## src/rtl/ov7670_capture_if.sv

```systemverilog
// rtl/ov7670_capture_if.sv - frame buffer write bus between the capture block and the frame store
//
// Signals:
//   frame_addr  [16:0] linear row-major write address
//   frame_pixel [11:0] RGB444 write data {R,G,B}
//   frame_we           one-cycle write strobe per stored pixel
//   frame_done         one-cycle end-of-frame marker
// Modports:
//   master - driven by the capture block
//   slave  - consumed by the frame store
interface ov7670_capture_if;
    logic [16:0] frame_addr;
    logic [11:0] frame_pixel;
    logic        frame_we;
    logic        frame_done;

    modport master (
        output frame_addr,
        output frame_pixel,
        output frame_we,
        output frame_done
    );

    modport slave (
        input frame_addr,
        input frame_pixel,
        input frame_we,
        input frame_done
    );
endinterface

```

## src/rtl/ov7670_capture.sv

```systemverilog
// rtl/ov7670_capture.sv - OV7670 RGB565 byte stream to RGB444 frame buffer writer
//
// Parameters:
//   H_PIXELS  pixels stored per line (default 320)
//   V_LINES   lines stored per frame (default 240)
// Ports:
//   clk25      camera pixel clock, everything happens on its rising edge
//   rst_n      asynchronous active-low reset
//   cam_vsync  high during frame blanking
//   cam_href   high while a line's bytes are on cam_data
//   cam_data   RGB565 bytes, high byte first
//   frame      ov7670_capture_if.master write bus (addr/pixel/we/done)
// Build option:
//   CAPTURE_FRAME_SKIP_EN  write only alternate frames (first, third, ...)
module ov7670_capture #(
    parameter int H_PIXELS = 320,
    parameter int V_LINES  = 240
) (
    input  logic                    clk25,
    input  logic                    rst_n,
    input  logic                    cam_vsync,
    input  logic                    cam_href,
    input  logic [7:0]              cam_data,
    ov7670_capture_if.master        frame
);
    localparam int COL_W = $clog2(H_PIXELS + 1);
    localparam int LINE_W = $clog2(V_LINES + 1);
    localparam logic [17:0] LAST_ADDR = 18'(H_PIXELS * V_LINES - 1);
    localparam logic [17:0] LINE_STEP = 18'(H_PIXELS);
    localparam logic [COL_W-1:0] COL_MAX = COL_W'(H_PIXELS);
    localparam logic [LINE_W-1:0] LINE_MAX = LINE_W'(V_LINES);

    typedef enum logic [1:0] {
        WAIT_FRAME,
        IDLE,
        BYTE_HI,
        BYTE_LO
    } state_t;

    state_t              state, state_n;
    logic                vsync_q;
    logic [6:0]          hi_q, hi_n;        // only the high-byte bits used by RGB444
    logic [COL_W-1:0]    col, col_n;
    logic [LINE_W-1:0]   line, line_n;
    logic [16:0]         addr, addr_n;      // address of the next store
    logic [17:0]         line_base, base_n; // start address of the current line
    logic                wrote, wrote_n;
    logic [16:0]         out_addr, out_addr_n;
    logic [11:0]         out_pixel, out_pixel_n;
    logic                out_we, out_we_n;
    logic                out_done, out_done_n;

    logic                vsync_rise, vsync_fall;
    logic [17:0]         inc_addr, next_base;
    logic                skip_frame;

    assign vsync_rise = cam_vsync & ~vsync_q;
    assign vsync_fall = ~cam_vsync & vsync_q;
    assign inc_addr   = {1'b0, addr} + 18'd1;
    assign next_base  = line_base + LINE_STEP;

`ifdef CAPTURE_FRAME_SKIP_EN
    logic skip_frame_n;

    // Frame parity: the first frame after WAIT_FRAME is stored, then every other one.
    always_comb begin
        skip_frame_n = skip_frame;
        if (state == WAIT_FRAME) begin
            if (vsync_fall) begin
                skip_frame_n = 1'b0;
            end
        end else if (vsync_rise) begin
            skip_frame_n = ~skip_frame;
        end
    end

    always_ff @(posedge clk25 or negedge rst_n) begin
        if (!rst_n) begin
            skip_frame <= 1'b0;
        end else begin
            skip_frame <= skip_frame_n;
        end
    end
`else
    assign skip_frame = 1'b0;
`endif

    always_comb begin
        state_n     = state;
        hi_n        = hi_q;
        col_n       = col;
        line_n      = line;
        addr_n      = addr;
        base_n      = line_base;
        wrote_n     = wrote;
        out_addr_n  = out_addr;
        out_pixel_n = out_pixel;
        out_we_n    = 1'b0;
        out_done_n  = 1'b0;

        if (state == WAIT_FRAME) begin
            if (vsync_fall) begin
                state_n    = IDLE;
                col_n      = '0;
                line_n     = '0;
                addr_n     = '0;
                base_n     = '0;
                wrote_n    = 1'b0;
                out_addr_n = '0;
            end
        end else if (vsync_rise) begin
            // New frame: close the old one and restart all counters.
            out_done_n = wrote;
            state_n    = IDLE;
            col_n      = '0;
            line_n     = '0;
            addr_n     = '0;
            base_n     = '0;
            wrote_n    = 1'b0;
            out_addr_n = '0;
        end else if (!cam_vsync) begin
            case (state)
                IDLE: begin
                    if (cam_href) begin
                        hi_n    = {cam_data[7:4], cam_data[2:0]};
                        state_n = BYTE_LO;
                    end
                end
                BYTE_LO: begin
                    if (cam_href) begin
                        state_n = BYTE_HI;
                        if (col < COL_MAX && line < LINE_MAX) begin
                            col_n  = col + 1'b1;
                            addr_n = (inc_addr > LAST_ADDR) ? LAST_ADDR[16:0] : inc_addr[16:0];
                            if (!skip_frame) begin
                                out_we_n    = 1'b1;
                                out_addr_n  = addr;
                                out_pixel_n = {hi_q[6:3], hi_q[2:0], cam_data[7], cam_data[4:1]};
                                wrote_n     = 1'b1;
                            end
                        end
                    end
                end
                BYTE_HI: begin
                    if (cam_href) begin
                        hi_n    = {cam_data[7:4], cam_data[2:0]};
                        state_n = BYTE_LO;
                    end
                end
                default: state_n = WAIT_FRAME;
            endcase

            // href fell inside a line: drop any half pixel and jump to the
            // next row start so short lines keep rows aligned.
            if (!cam_href && (state == BYTE_LO || state == BYTE_HI)) begin
                state_n = IDLE;
                col_n   = '0;
                if (line < LINE_MAX) begin
                    line_n = line + 1'b1;
                    base_n = next_base;
                    addr_n = (next_base > LAST_ADDR) ? LAST_ADDR[16:0] : next_base[16:0];
                end
            end
        end
    end

    always_ff @(posedge clk25 or negedge rst_n) begin
        if (!rst_n) begin
            state     <= WAIT_FRAME;
            vsync_q   <= 1'b0;
            hi_q      <= '0;
            col       <= '0;
            line      <= '0;
            addr      <= '0;
            line_base <= '0;
            wrote     <= 1'b0;
            out_addr  <= '0;
            out_pixel <= '0;
            out_we    <= 1'b0;
            out_done  <= 1'b0;
        end else begin
            state     <= state_n;
            vsync_q   <= cam_vsync;
            hi_q      <= hi_n;
            col       <= col_n;
            line      <= line_n;
            addr      <= addr_n;
            line_base <= base_n;
            wrote     <= wrote_n;
            out_addr  <= out_addr_n;
            out_pixel <= out_pixel_n;
            out_we    <= out_we_n;
            out_done  <= out_done_n;
        end
    end

    assign frame.frame_addr  = out_addr;
    assign frame.frame_pixel = out_pixel;
    assign frame.frame_we    = out_we;
    assign frame.frame_done  = out_done;
endmodule

```

## src/flat_wrapper.sv

```systemverilog
// flat-port wrapper written by rule: the top's interface ports become plain ports
module ov7670_capture_flat 
#(
    parameter int H_PIXELS = 320,
    parameter int V_LINES  = 240
)
  (clk25, rst_n, cam_vsync, cam_href, cam_data, frame_frame_addr, frame_frame_pixel, frame_frame_we, frame_frame_done);
  ov7670_capture_if frame_i ();
  input  logic clk25;
  input  logic rst_n;
  input  logic cam_vsync;
  input  logic cam_href;
  input  logic [7:0] cam_data;
  output wire logic [$bits(frame_i.frame_addr)-1:0] frame_frame_addr;
  output wire logic [$bits(frame_i.frame_pixel)-1:0] frame_frame_pixel;
  output wire logic [$bits(frame_i.frame_we)-1:0] frame_frame_we;
  output wire logic [$bits(frame_i.frame_done)-1:0] frame_frame_done;
  assign frame_frame_addr = frame_i.frame_addr;
  assign frame_frame_pixel = frame_i.frame_pixel;
  assign frame_frame_we = frame_i.frame_we;
  assign frame_frame_done = frame_i.frame_done;
  ov7670_capture #(.H_PIXELS(H_PIXELS), .V_LINES(V_LINES)) u_core (.clk25(clk25), .rst_n(rst_n), .cam_vsync(cam_vsync), .cam_href(cam_href), .cam_data(cam_data), .frame(frame_i));
endmodule
```

## config.mk

```make
export PLATFORM = sky130hd
export DESIGN_NAME = ov7670_capture_flat
export DESIGN_NICKNAME = d
export VERILOG_FILES = /design/src/rtl/ov7670_capture_if.sv /design/src/rtl/ov7670_capture.sv /design/src/flat_wrapper.sv
export SDC_FILE = /design/constraint.sdc
export NUM_CORES = 1
export LEC_CHECK = 0
export BUFFER_PORTS_ARGS = -buffer_cell sky130_fd_sc_hd__buf_2
export CAP_MARGIN = 25
export CORE_AREA = 8 8 97 117
export CTS_BUF_LIST = sky130_fd_sc_hd__clkbuf_2 sky130_fd_sc_hd__clkbuf_4 sky130_fd_sc_hd__clkbuf_8
export CTS_CLUSTER_SIZE = 8
export DETAILED_ROUTE_END_ITERATION = 8
export DIE_AREA = 0 0 105 125
export GPL_TIMING_DRIVEN = 0
export PLACE_DENSITY_LB_ADDON = 0.1
export SLEW_MARGIN = 0
export SYNTH_ARGS = -nofsm -noshare
export SYNTH_HDL_FRONTEND = slang
export SYNTH_SLANG_ARGS = --single-unit
export TNS_END_PERCENT = 1
```

## constraint.sdc

```tcl
create_clock -name clk25 -period 2.54 [get_ports clk25]
set_input_delay 0.381 -clock clk25 [delete_from_list [all_inputs] [get_ports clk25]]
set_output_delay 0.381 -clock clk25 [all_outputs]
set_load 0.01 [all_outputs]
```

# ---- Word level (Yosys, flattened, before mapping)
# Index checks and enable logic that the tools add are counted.
dict set report word_totals {
  reg_bits 94
  output_inout_bits 31
  in_bits 12
  elab_cells 114
}
dict set report classes {
  order_cmp 4
  n_eq_ne 7
  mux 60
  n_reduce_logical 21
  addsub 4
  n_bitwise 6
}
# cell count
set op_table {}
lappend op_table {{two-way mux 17 bit} 17}
lappend op_table {{two-way mux 18 bit} 6}
lappend op_table {{two-way mux 9 bit} 8}
lappend op_table {{two-way mux 8 bit} 6}
lappend op_table {{greater-than comparator 18 x 17 -> 1 bit (second input constant)} 2}
lappend op_table {{adder 17 x 1 -> 18 bit (second input constant)} 1}
lappend op_table {{adder 18 x 9 -> 18 bit (second input constant)} 1}
lappend op_table {{two-way mux 1 bit} 15}
lappend op_table {{AND reduction 5 bit} 3}
lappend op_table {{nonzero test 3 bit} 5}
lappend op_table {{two-way mux 2 bit} 7}
lappend op_table {{nonzero test 4 bit} 3}
lappend op_table {{adder 9 x 1 -> 9 bit (second input constant)} 1}
lappend op_table {{less-than comparator 9 bit (second input constant)} 1}
lappend op_table {{adder 8 x 1 -> 8 bit (second input constant)} 1}
lappend op_table {{less-than comparator 8 bit (second input constant)} 1}
lappend op_table {{AND reduction 4 bit} 2}
lappend op_table {{AND reduction 6 bit} 1}
lappend op_table {{!= test 5 x 1 -> 1 bit (second input constant)} 1}
lappend op_table {{!= test 5 x 3 -> 1 bit (second input constant)} 1}
lappend op_table {{equality test 2 bit (second input constant)} 2}
lappend op_table {{NOT 1 bit} 4}
lappend op_table {{one-hot mux 2 bit (2 select lines)} 1}
lappend op_table {{!= test 3 x 1 -> 1 bit (second input constant)} 1}
lappend op_table {{other kinds (9)} 11}

# ---- Longest topological paths before layout
# Gate-level depths: netlist (run 1).
dict set report logic_depth {
  word_depth 11
  depth_mapped 10
}

# ---- Worst setup path before layout (run 1)
# Ideal clock, no wire load.
dict set report synth_timing {
  path_type {flip-flop to flip-flop}
  from {reg u_core.addr[1]}
  to {reg u_core.addr[15]}
  n_path_buf 1
  path_slack_ps 117
  setup_ps 126
  required_time_ps 2414
  period_less_slack_ps 2423
  arrival_time_ps 2297
  path_stages_with_launch 10
  path_cell_list {dfrtp_1 ha_1 nand2_1 nor4_2 mux2_2 a31oi_1 o21a_1 buf_6 o31ai_1 a221o_1}
}
dict set report synth_via {
  elab_chain_cells 11
}
# element line
set synth_lines {}
lappend synth_lines {{start: declaration} ov7670_capture.sv:45} ;# logic [16:0] addr, addr_n;
lappend synth_lines {{start signal: assignment} ov7670_capture.sv:187} ;# addr <= addr_n;
lappend synth_lines {{adder 17 x 1 -> 18 bit *} ov7670_capture.sv:59} ;# assign inc_addr = {1'b0, addr} + 18'd1;
lappend synth_lines {{greater-than comparator 18 x 17 -> 1 bit} ov7670_capture.sv:134} ;# addr_n = (inc_addr > LAST_ADDR) ? LAST_ADDR[16:0] : inc_addr[16:0];
lappend synth_lines {{two-way mux 17 bit *} ov7670_capture.sv:134}
lappend synth_lines {{two-way mux 17 bit *} ov7670_capture.sv:132} ;# if (col < COL_MAX && line < LINE_MAX) begin
lappend synth_lines {{two-way mux 17 bit *} ov7670_capture.sv:130} ;# if (cam_href) begin
lappend synth_lines {{two-way mux 17 bit *} ov7670_capture.sv:122} ;# case (state)
lappend synth_lines {{two-way mux 17 bit} ov7670_capture.sv:158} ;# if (line < LINE_MAX) begin
lappend synth_lines {{two-way mux 17 bit *} ov7670_capture.sv:155} ;# if (!cam_href && (state == BYTE_LO || state == BYTE_HI)) begin
lappend synth_lines {{two-way mux 17 bit *} ov7670_capture.sv:121} ;# end else if (!cam_vsync) begin
lappend synth_lines {{two-way mux 17 bit *} ov7670_capture.sv:111} ;# end else if (vsync_rise) begin
lappend synth_lines {{two-way mux 17 bit *} ov7670_capture.sv:101} ;# if (state == WAIT_FRAME) begin
# Mark *: on every way between the ends. The rest lies on a longest branch, timed or not. The select of a mux whose other input is x is not followed.
# A chain may end at the register's enable or synchronous reset.

# ---- Final worst setup path (run 1)
dict set report layout_timing {
  from {reg u_core.line_base[6]}
  to {reg u_core.addr[1]}
}
dict set report layout_via {
  elab_chain_cells 8
}
# element line
set layout_lines {}
lappend layout_lines {{start: declaration} ov7670_capture.sv:46} ;# logic [17:0] line_base, base_n;
lappend layout_lines {{start signal: assignment} ov7670_capture.sv:188} ;# line_base <= base_n;
lappend layout_lines {{adder 18 x 9 -> 18 bit} ov7670_capture.sv:60} ;# assign next_base = line_base + LINE_STEP;
lappend layout_lines {{greater-than comparator 18 x 17 -> 1 bit} ov7670_capture.sv:161} ;# addr_n = (next_base > LAST_ADDR) ? LAST_ADDR[16:0] : next_base[16:0];
lappend layout_lines {{two-way mux 17 bit} ov7670_capture.sv:161}
lappend layout_lines {{two-way mux 17 bit} ov7670_capture.sv:158}
lappend layout_lines {{two-way mux 17 bit} ov7670_capture.sv:155}
lappend layout_lines {{two-way mux 17 bit} ov7670_capture.sv:121}
lappend layout_lines {{two-way mux 17 bit} ov7670_capture.sv:111}
lappend layout_lines {{two-way mux 17 bit} ov7670_capture.sv:101}
# Every way passes these cells. The select of a mux whose other input is x is not followed.

==> results of run 1 <==
## power by group through the flow
stage	combinational [mW]	sequential, mW	clock (mW)
final	2.13	2.14	1.04
after detailed placement	2.01	2.15	0
after floorplan	1.29	2.17	0
after CTS	2.08	2.13	1.07
after global placement	1.96	2.12	0
after global routing	2.38	2.20	1.12
## metrics by stage
step                hold slack (ns)  area [µm²]
floorplan                    0.0854        4870
global placement              0.444        5230
detailed placement            0.416        5260
CTS                          0.0114        5610
global route                 0.0289        5680
finish                      -0.0112        5680
## cells in the final DEF (no fill, tap or decap), drive strengths merged, types with 3 or more instances in the layout
cell type   n
nand2      99
dfrtp      88
nor2       59
buf        59
o21ai      51
clkbuf     28
nand3      17
inv        15
a21oi      14
o31ai      13
xor2       12
nand4      12
nor3       12
o22ai       9
mux2        9
xnor2       9
ha          9
nor4        9
a31oi       8
a211oi      7
nand2b      5
and3        5
and4        5
and2        4
a211o       4
nor2b       3
a221oi      3
o21a        3
a21o        3
or3         3
clkinv      3
or2         3
mux2i       3
## registers in the layout, summed over array words and instances (netlist names)
name	flops
u_core.col	9
u_core.state	2
u_core.line_base	12
u_core.wrote	1
u_core.frame.frame_pixel	12
u_core.frame.frame_addr	17
u_core.line	8
u_core.hi_q	7
u_core.addr	17
u_core.frame.frame_done	1
u_core.frame.frame_we	1
u_core.vsync_q	1
## timing repair
| action | in CTS | in global routing |
|---|---|---|
| endpoints found under the setup margin | 58 | 63 |
| buffers inserted | 3 | 2 |
| pin swaps | 1 | 3 |
| hold buffers | 0 | 0 |
| resized for setup | 30 | 22 |
| gates cloned | 0 | 0 |
## cells by family after synthesis
logic type | after synthesis | share of synthesized area, %
AO/OA/AOI/OAI | 134 | 18.0
flip-flops | 88 | 45.2
adder cells (fa/ha/maj) | 9 | 2.31
AND/OR/NAND/NOR | 241 | 23.9
XOR/XNOR | 21 | 3.78
buffers and inverters | 46 | 4.11
multiplexers | 12 | 2.70
## layout make-up
cell class	instances	area share, %
plain buffers	30	2.71
clock buffers	10	2.42
clock inverters	6	1.34
inverters	13	0.860
multi-input cells	417	46.1
flip-flops and latches	88	39.0
well taps	126	2.78
repair buffers	47	4.80
## worst max-delay path, stage by stage (launching register included)
cell and delay, ns:
dfrtp_1 0.45, ha_2 0.28, o21ai_4 0.24, nor3_2 0.08
xnor2_2 0.27, o2111ai_1 0.18, or2_2 0.34, clkbuf_4 0.21
a31oi_1 0.23, o22ai_1 0.11
## per-layer routing
metal / vias up / share of wire, % / track usage (%)
met5: - / 0 / 0
met2: 96 / 49 / 32.7
met1: 2046 / 44 / 23.5
li1: 2072 / - / -
met4: 0 / 2.5 / 7.32
met3: 27 / 4.5 / 4.73
## path summary, 6_finish.rpt
kind / to / slack (ns)
setup / recovery: u_core.addr[1] / 0.02
hold / removal: u_core.addr[2] / -0.01
setup reg to reg: u_core.addr[1] / 0.02
hold reg to reg: u_core.frame.frame_pixel[7] / 0.47
max in group asynchronous: u_core.addr[7] / 1.91
min in group clk25: u_core.frame.frame_pixel[2] / 0.18
==> impl_metrics.env, run 1 <==
export IMPL_postSynthAreaPerCell_um2=8.84
export IMPL_period_needed_ns=2.52
export IMPL_hold_viol_final=14
export IMPL_drtIter0Drc=290
export IMPL_ys_ff_latch=88
export IMPL_finalSetupViolCount=0
export IMPL_async_flop_share_pct=100
export IMPL_crit_type="flip-flop to flip-flop"
export IMPL_viasPerCell=5.75
export IMPL_p_switching_mw=2.18
export IMPL_synth_edff_count=0
export IMPL_r2r_cells=9
export IMPL_pin_count=43
export IMPL_final_util_pct=59.1
export IMPL_synthMostInstantiatedCell="nand2_1"
export IMPL_rsz0062_at_grt="true"
export IMPL_synth_ff_type="dfrtp_1"
export IMPL_fin_skew_ns=0.0101
export IMPL_drc=0
export IMPL_cts_tree="built"
export IMPL_worst_slack_ns=0.0166
export IMPL_preCtsSetupSlack_ns=-0.420
export IMPL_vdd_ir_drop_max_mv=0.514
export IMPL_io_buffers=41
export IMPL_clockRootBuffer="clkbuf_8"
export IMPL_die_x_um=105
export IMPL_globalRouteTotalUtil_pct=19.4
export IMPL_cts_clk_slew_worst_paths_ns=0.09
export IMPL_cts_htree_levels=3
export IMPL_dp_final_hpwl_mm=9.17
export IMPL_powerDensity_nw_per_um2=934
export IMPL_power_frac_seq_pct=40.3
export IMPL_final_period_utilization_pct=99.3
export IMPL_dr_pass1_iters=7
export IMPL_antennaDiodeCount=0
export IMPL_arrival_ns=2.78
export IMPL_grt_max_degree=47
export IMPL_r2r_start="u_core.line_base[6]"
export IMPL_multi_input_area_um2=2620
export IMPL_drive_gt1_share_pct=22.3
export IMPL_synth_top_cells_by_area="dfrtp_1 (45%), nand2_1 (7.6%), o21ai_0 (5.0%)"
export IMPL_grt_overflow=0
export IMPL_die_height_um=125
export IMPL_syn_nets=572
export IMPL_fin_tns_setup_ns=0
export IMPL_power_switching_share_pct=41.1
export IMPL_drv_slew=0
export IMPL_relSlewSlack_pct=57.6
export IMPL_critPathCaptureType="flip-flop"
export IMPL_regArea_um2=2210
export IMPL_synth_area_um2=4870
export IMPL_initial_core_util_pct=50.7
export IMPL_fill_cells=912
export IMPL_p_leak_nw=2.48
export IMPL_core_area_um2=9610
export IMPL_status="finished, violations left"
export IMPL_grt_first_pass_wirelength_mm=20.8
export IMPL_synthCells=551
export IMPL_wl_per_cell_um=16.9
export IMPL_p_total_mw=5.30
export IMPL_yosys_area_top_type="dfrtp_1"
export IMPL_ys_warn_count=0
export IMPL_antenna_found_initial=0
export IMPL_violations="hold timing"
export IMPL_totalWireLength_mm=12.4
export IMPL_critPathLaunch="u_core.line_base[6]"
export IMPL_p_clk_share_pct=19.5
export IMPL_fmax_mhz=396
export IMPL_gp_congestion=0.909
export IMPL_whs_ns=-0.0112
export IMPL_cp_start_kind="flip-flop"
export IMPL_synth_commonest_cells="nand2_1 (99), dfrtp_1 (88), nor2_1 (58)"
export IMPL_combPwrFrac_pct=40.2
export IMPL_insertion_delay_ns=0.38
export IMPL_cts_sinks=88
export IMPL_fin_nets=627
export IMPL_fin_cells=737
export IMPL_numCtsBuffers=9
export IMPL_grt_pass1_vias=4185
export IMPL_cap_viol_max_count=0
export IMPL_hp_class="input port to async pin"
export IMPL_die_area_um2=13100
export IMPL_cts_buffer_depth=2
export IMPL_synthToLayoutAreaGrowth_pct=16.6
export IMPL_ant_nets=0
export IMPL_worst_pin_slew_ns=0.634
export IMPL_crit_path_max_fanout=10
export IMPL_dp_cells=719
export IMPL_fp_row_count=40
export IMPL_ys_seq_area_share_pct=45.2
export IMPL_cp_required_ns=2.80
export IMPL_synth_cell_types=62
export IMPL_num_vias=4241
export IMPL_synth_top_area_share_pct=45.2
export IMPL_p_int_mw=3.13
No activity file was read; power rests on OpenSTA's default activity.
==> run 2, diff against run 1 <==
--- a/config.mk
+++ b/config.mk
@@ -7,11 +7,13 @@
 export LEC_CHECK = 0
 export BUFFER_PORTS_ARGS = -buffer_cell sky130_fd_sc_hd__buf_2
 export CAP_MARGIN = 25
-export CORE_AREA = 8 8 97 117
+export CELL_PAD_IN_SITES_DETAIL_PLACEMENT = 1
+export CELL_PAD_IN_SITES_GLOBAL_PLACEMENT = 2
+export CORE_AREA = 8 8 113 136
 export CTS_BUF_LIST = sky130_fd_sc_hd__clkbuf_2 sky130_fd_sc_hd__clkbuf_4 sky130_fd_sc_hd__clkbuf_8
 export CTS_CLUSTER_SIZE = 8
 export DETAILED_ROUTE_END_ITERATION = 8
-export DIE_AREA = 0 0 105 125
+export DIE_AREA = 0 0 121 144
 export GPL_TIMING_DRIVEN = 0
 export PLACE_DENSITY_LB_ADDON = 0.1
 export SLEW_MARGIN = 0
==> constraint.sdc (replaced) <==
create_clock -name clk25 -period 2.7 [get_ports clk25]
set_input_delay 0.405 -clock clk25 [delete_from_list [all_inputs] [get_ports clk25]]
set_output_delay 0.405 -clock clk25 [all_outputs]
set_load 0.01 [all_outputs]
==> impl_metrics.env, run 2 (synthesis results as in run 1) <==
export IMPL_status="finished clean"
export IMPL_crit_path_max_fanout=9
export IMPL_arrival_ns=2.91
export IMPL_power_switching_share_pct=43.6
export IMPL_cts_tree="built"
export IMPL_period_needed_ns=2.63
export IMPL_r2r_setup_slack_ns=0.07
export IMPL_num_vias=4256
export IMPL_die_x_um=121
export IMPL_final_period_utilization_pct=97.3
export IMPL_final_common_cell="nand2_1"
export IMPL_die_height_um=144
export IMPL_cts_clk_slew_worst_paths_ns=0.12
export IMPL_antennaDiodeCount=0
export IMPL_synthToLayoutAreaGrowth_pct=15.9
export IMPL_antenna_found_initial=0
export IMPL_hold_viol_final=0
export IMPL_drtIter0Drc=174
export IMPL_p_clk_share_pct=19.1
export IMPL_r2r_start="u_core.addr[3]"
export IMPL_critPathLaunch="u_core.addr[3]"
export IMPL_globalRouteTotalUtil_pct=17.7
export IMPL_dr_pass1_iters=4
export IMPL_drv_slew=0
export IMPL_r2r_cells=8
export IMPL_rsz0062_at_grt="true"
export IMPL_mostFrequentLayoutCells="nand2_1 (99), dfrtp_1 (87), nor2_1 (54), o21ai_0 (48), buf_2 (48)"
export IMPL_crit_type="flip-flop to flip-flop"
export IMPL_hp_class="input port to async pin"
export IMPL_totalWireLength_mm=14.5
export IMPL_gp_congestion=0.877
export IMPL_numCtsBuffers=9
export IMPL_crit_path_end="u_core.addr[15]"
export IMPL_cap_viol_max_count=0
export IMPL_drive_gt1_share_pct=19.7
export IMPL_grt_max_degree=52
export IMPL_wl_per_cell_um=18.6
export IMPL_initial_core_util_pct=36.5
export IMPL_grt_overflow=0
export IMPL_dpl_instance_area_um2=5310
export IMPL_combPwrFrac_pct=40.7
export IMPL_core_area_um2=13300
export IMPL_ant_nets=0
export IMPL_critPathCaptureType="flip-flop"
export IMPL_p_switching_mw=2.17
export IMPL_cts_sinks=88
export IMPL_grt_pass1_vias=4544
export IMPL_p_leak_nw=2.46
export IMPL_pin_count=43
export IMPL_final_cell_area_um2=5640
export IMPL_fin_nets=626
export IMPL_worst_pin_slew_ns=0.692
export IMPL_r2r_end="u_core.addr[15]"
export IMPL_relSlewSlack_pct=53.9
export IMPL_finalSetupViolCount=0
export IMPL_cp_start_kind="flip-flop"
export IMPL_cp_required_ns=2.98
export IMPL_clockRootBuffer="clkbuf_8"
export IMPL_viasPerCell=5.45
export IMPL_grt_first_pass_wirelength_mm=24.2
export IMPL_powerDensity_nw_per_um2=883
export IMPL_power_frac_seq_pct=40.2
export IMPL_cts_buffer_depth=2
export IMPL_drc=0
export IMPL_cts_htree_levels=3
export IMPL_vdd_ir_drop_max_mv=0.439
export IMPL_io_buffers=41
export IMPL_die_area_um2=17400
export IMPL_fmax_mhz=381
export IMPL_whs_ns=0.0458
export IMPL_p_int_mw=2.81
export IMPL_insertion_delay_ns=0.40
export IMPL_dp_final_hpwl_mm=10.9
export IMPL_fp_row_count=47
export IMPL_fin_skew_ns=0.0188
-- run 2: area by class of cell --
cell class              instances  area, µm²
clock buffers                   9        124
plain buffers                  32        163
well taps                     171        214
flip-flops and latches         88       2200
repair buffers                 44        243
clock inverters                 7       75.1
inverters                      13       48.8
fillers                      1578       7700
multi-input cells             417       2570
-- run 2: through the flow --
step	util (%)	setup WS (ns)	power, mW	instances	setup TNS, ns
CTS	41.7	0.00230	5.00	781	0
global placement	39.6	-0.315	3.92	763	-6.78
floorplan	-	0.277	3.25	551	0
finish	42.3	0.0739	4.98	781	0
global route	42.3	-0.0995	5.39	781	-0.282
detailed placement	39.8	-0.418	4.00	764	-10.12
-- run 2: repair_timing --
item,4_1_cts,5_1_grt
pin swaps,1,1
endpoints found under the setup margin,51,61
setup buffers,2,0
gates resized for setup,13,25
hold buffers,0,0
-- run 2: worst max-delay path, cell delays in order (launching register included) --
cell     delay (ns)
dfrtp_1        0.52
nand4_4        0.22
nor4_4         0.35
mux2_2         0.39
a31oi_2        0.25
o21a_1         0.17
buf_6          0.16
o31ai_1        0.09
a221o_1        0.37
-- run 2: worst min path at each step --
| stage | cells after the start | endpoint | startpoint |
|---|---|---|---|
| floorplan | 0 | u_core.addr[0] | rst_n |
| global placement | 2 | u_core.frame.frame_pixel[6] | u_core.hi_q[1] |
| detailed placement | 2 | u_core.frame.frame_pixel[11] | u_core.hi_q[6] |
| CTS | 1 | u_core.frame.frame_addr[11] | rst_n |
| global route | 1 | u_core.frame.frame_addr[11] | rst_n |
| finish | 1 | u_core.frame.frame_addr[13] | rst_n |
-- run 2: metal layers --
metal | track usage, % | routed length [µm] | up-vias | share of wire (%)
li1 | - | - | 2074 | -
met1 | 21.1 | 6380 | 2104 | 44
met2 | 31.2 | 7440 | 58 | 51
met3 | 2.46 | 411 | 20 | 2.8
met4 | 6.79 | 263 | 0 | 1.8
met5 | 0 | 0 | - | 0
-- run 2: power by group through the flow --
stage / clock (mW) / sequential [mW] / combinational, mW
final: 0.953 / 2.00 / 2.03
after global routing: 1.04 / 2.07 / 2.29
after CTS: 0.984 / 2.00 / 2.02
after detailed placement: 0 / 2.03 / 1.97
after global placement: 0 / 2.00 / 1.91
after floorplan: 0 / 2.04 / 1.21
==> run 3, diff against run 2 <==
--- a/config.mk
+++ b/config.mk
@@ -9,11 +9,11 @@
 export CAP_MARGIN = 25
 export CELL_PAD_IN_SITES_DETAIL_PLACEMENT = 1
 export CELL_PAD_IN_SITES_GLOBAL_PLACEMENT = 2
-export CORE_AREA = 8 8 113 136
+export CORE_AREA = 8 8 117 141
 export CTS_BUF_LIST = sky130_fd_sc_hd__clkbuf_2 sky130_fd_sc_hd__clkbuf_4 sky130_fd_sc_hd__clkbuf_8
 export CTS_CLUSTER_SIZE = 8
 export DETAILED_ROUTE_END_ITERATION = 8
-export DIE_AREA = 0 0 121 144
+export DIE_AREA = 0 0 125 149
 export GPL_TIMING_DRIVEN = 0
 export PLACE_DENSITY_LB_ADDON = 0.1
 export SLEW_MARGIN = 0
==> constraint.sdc (replaced) <==
create_clock -name clk25 -period 2.26 [get_ports clk25]
set_input_delay 0.339 -clock clk25 [delete_from_list [all_inputs] [get_ports clk25]]
set_output_delay 0.339 -clock clk25 [all_outputs]
set_load 0.01 [all_outputs]
==> impl_metrics.env, run 3 (synthesis results as in run 1) <==
export IMPL_grt_first_pass_wirelength_mm=25.6
export IMPL_mostFrequentLayoutCells="nand2_1 (96), dfrtp_1 (74), nor2_1 (47), buf_2 (46), o21ai_0 (43)"
export IMPL_crit_type="flip-flop to flip-flop"
export IMPL_wl_per_cell_um=18.8
export IMPL_dr_pass1_iters=4
export IMPL_critPathLaunch="u_core.addr[7]"
export IMPL_vdd_ir_drop_max_mv=0.466
export IMPL_cts_clk_slew_worst_paths_ns=0.09
export IMPL_die_area_um2=18600
export IMPL_hp_class="input port to flip-flop"
export IMPL_dp_final_hpwl_mm=11.2
export IMPL_synthToLayoutAreaGrowth_pct=28.0
export IMPL_grt_overflow=0
export IMPL_final_common_cell="nand2_1"
export IMPL_cap_viol_max_count=0
export IMPL_cpMaxStageDelayCell="dfrtp_2"
export IMPL_cts_htree_levels=3
export IMPL_viasPerCell=5.41
export IMPL_crit_path_max_fanout=8
export IMPL_hold_viol_final=0
export IMPL_cts_buffer_depth=2
export IMPL_numCtsBuffers=9
export IMPL_insertion_delay_ns=0.39
export IMPL_p_total_mw=6.46
export IMPL_drc=0
export IMPL_final_period_utilization_pct=105
export IMPL_fin_nets=661
export IMPL_cp_num_cells=8
export IMPL_drv_slew=0
export IMPL_cp_required_ns=2.54
export IMPL_dp_cells=768
export IMPL_antenna_found_initial=0
export IMPL_status="finished, violations left"
export IMPL_ant_nets=0
export IMPL_fill_cells=1664
export IMPL_pin_count=43
export IMPL_fp_row_count=48
export IMPL_whs_ns=0.136
export IMPL_num_vias=4434
export IMPL_initial_core_util_pct=34.4
export IMPL_violations="setup timing"
export IMPL_grt_pass1_vias=4705
export IMPL_fin_skew_ns=0.00799
export IMPL_r2r_setup_slack_ns=-0.12
export IMPL_path_delay_family="compound AO/OA/AOI/OAI gates"
export IMPL_globalRouteTotalUtil_pct=17.1
export IMPL_fin_tns_setup_ns=-0.668
export IMPL_period_needed_ns=2.38
export IMPL_drive_gt1_share_pct=33.0
export IMPL_critPathCaptureType="flip-flop"
export IMPL_worst_pin_slew_ns=0.685
export IMPL_antennaDiodeCount=0
export IMPL_io_buffers=41
export IMPL_die_x_um=125
export IMPL_critPathBufInv=1
export IMPL_die_height_um=149
export IMPL_core_area_um2=14200
export IMPL_fin_cells=820
export IMPL_r2r_end="u_core.addr[15]"
export IMPL_r2r_cells=8
export IMPL_finalSetupViolCount=11
export IMPL_cts_tree="built"
export IMPL_r2r_start="u_core.addr[7]"
export IMPL_rsz0062_at_grt="true"
export IMPL_clockRootBuffer="clkbuf_8"
export IMPL_relSlewSlack_pct=54.4
export IMPL_totalWireLength_mm=15.4
export IMPL_drtIter0Drc=217
export IMPL_fmax_mhz=419
export IMPL_max_stage_delay_ns=0.49
export IMPL_gp_congestion=0.816
export IMPL_arrival_ns=2.66
export IMPL_cp_start_kind="flip-flop"
export IMPL_preCtsSetupSlack_ns=-0.870
export IMPL_p_leak_nw=2.71
export IMPL_cts_sinks=88
export IMPL_grt_max_degree=49
export IMPL_worst_slack_ns=-0.124
export IMPL_path_cells="nand3_4 > nor4_4 > mux2_4 > a31oi_4 > o21a_1 > buf_6 > o31ai_2 > a221o_1"
export IMPL_crit_path_end="u_core.addr[15]"
export IMPL_powerDensity_nw_per_um2=1040
run 3: timing repair:
| item | in CTS | in global routing |
|---|---|---|
| hold buffers | 1 | 0 |
| cloned | 1 | 0 |
| resized for setup | 80 | 38 |
| setup endpoints to repair | 84 | 74 |
| endpoints found under the hold margin | 1 | 0 |
| pin swaps | 19 | 14 |
| setup buffers | 28 | 10 |
run 3: layout make-up:
type | count | area (µm²) | area share [%]
Buffer | 29 | 203 | 3.25
Clock buffer | 11 | 145 | 2.33
Clock inverter | 5 | 38.8 | 0.622
Inverter | 13 | 48.8 | 0.783
Multi-Input combinational cell | 417 | 2830 | 45.4
Sequential cell | 88 | 2220 | 35.6
Tap cell | 175 | 219 | 3.51
Timing Repair Buffer | 82 | 532 | 8.53
run 3: tightest hold or removal path: stages:
cell	delay [ns]
buf_2	0.07
nand2_1	0.04
nand2_1	0.04
run 3: report_power, final:
group          switching, mW  internal (mW)
sequential             0.383           2.04
combinational           1.72           1.22
clock                  0.633          0.451
run 3: worst min path at each step:
stage	start	to	slack, ns	depth (start not counted)
2_1_floorplan	rst_n	u_core.addr[0]	0.04	0
3_3_place_gp	u_core.hi_q[4]	u_core.frame.frame_pixel[9]	0.45	2
3_5_place_dp	rst_n	u_core.frame.frame_addr[11]	0.42	1
4_1_cts	cam_data[3]	u_core.frame.frame_pixel[2]	0.13	3
5_1_grt	cam_data[3]	u_core.frame.frame_pixel[2]	0.15	3
6_report	cam_data[3]	u_core.frame.frame_pixel[2]	0.14	3
run 3: per-layer routing:
layer  vias up  wire (µm)  global-route usage [%]
met2        64       8040                    30.3
met3        25        499                    3.33
met1      2214       6580                    20.4
met5         -          0                       0
li1       2131          -                       -
met4         0        311                    5.86
run 3: stage by stage:
step           area (µm²)  utilization [%]
6_report             6230             44.0
5_1_grt              6230             44.0
4_1_cts              6050             42.7
3_5_place_dp         5390             38.0
3_3_place_gp         5360             37.8
2_1_floorplan        4940                -
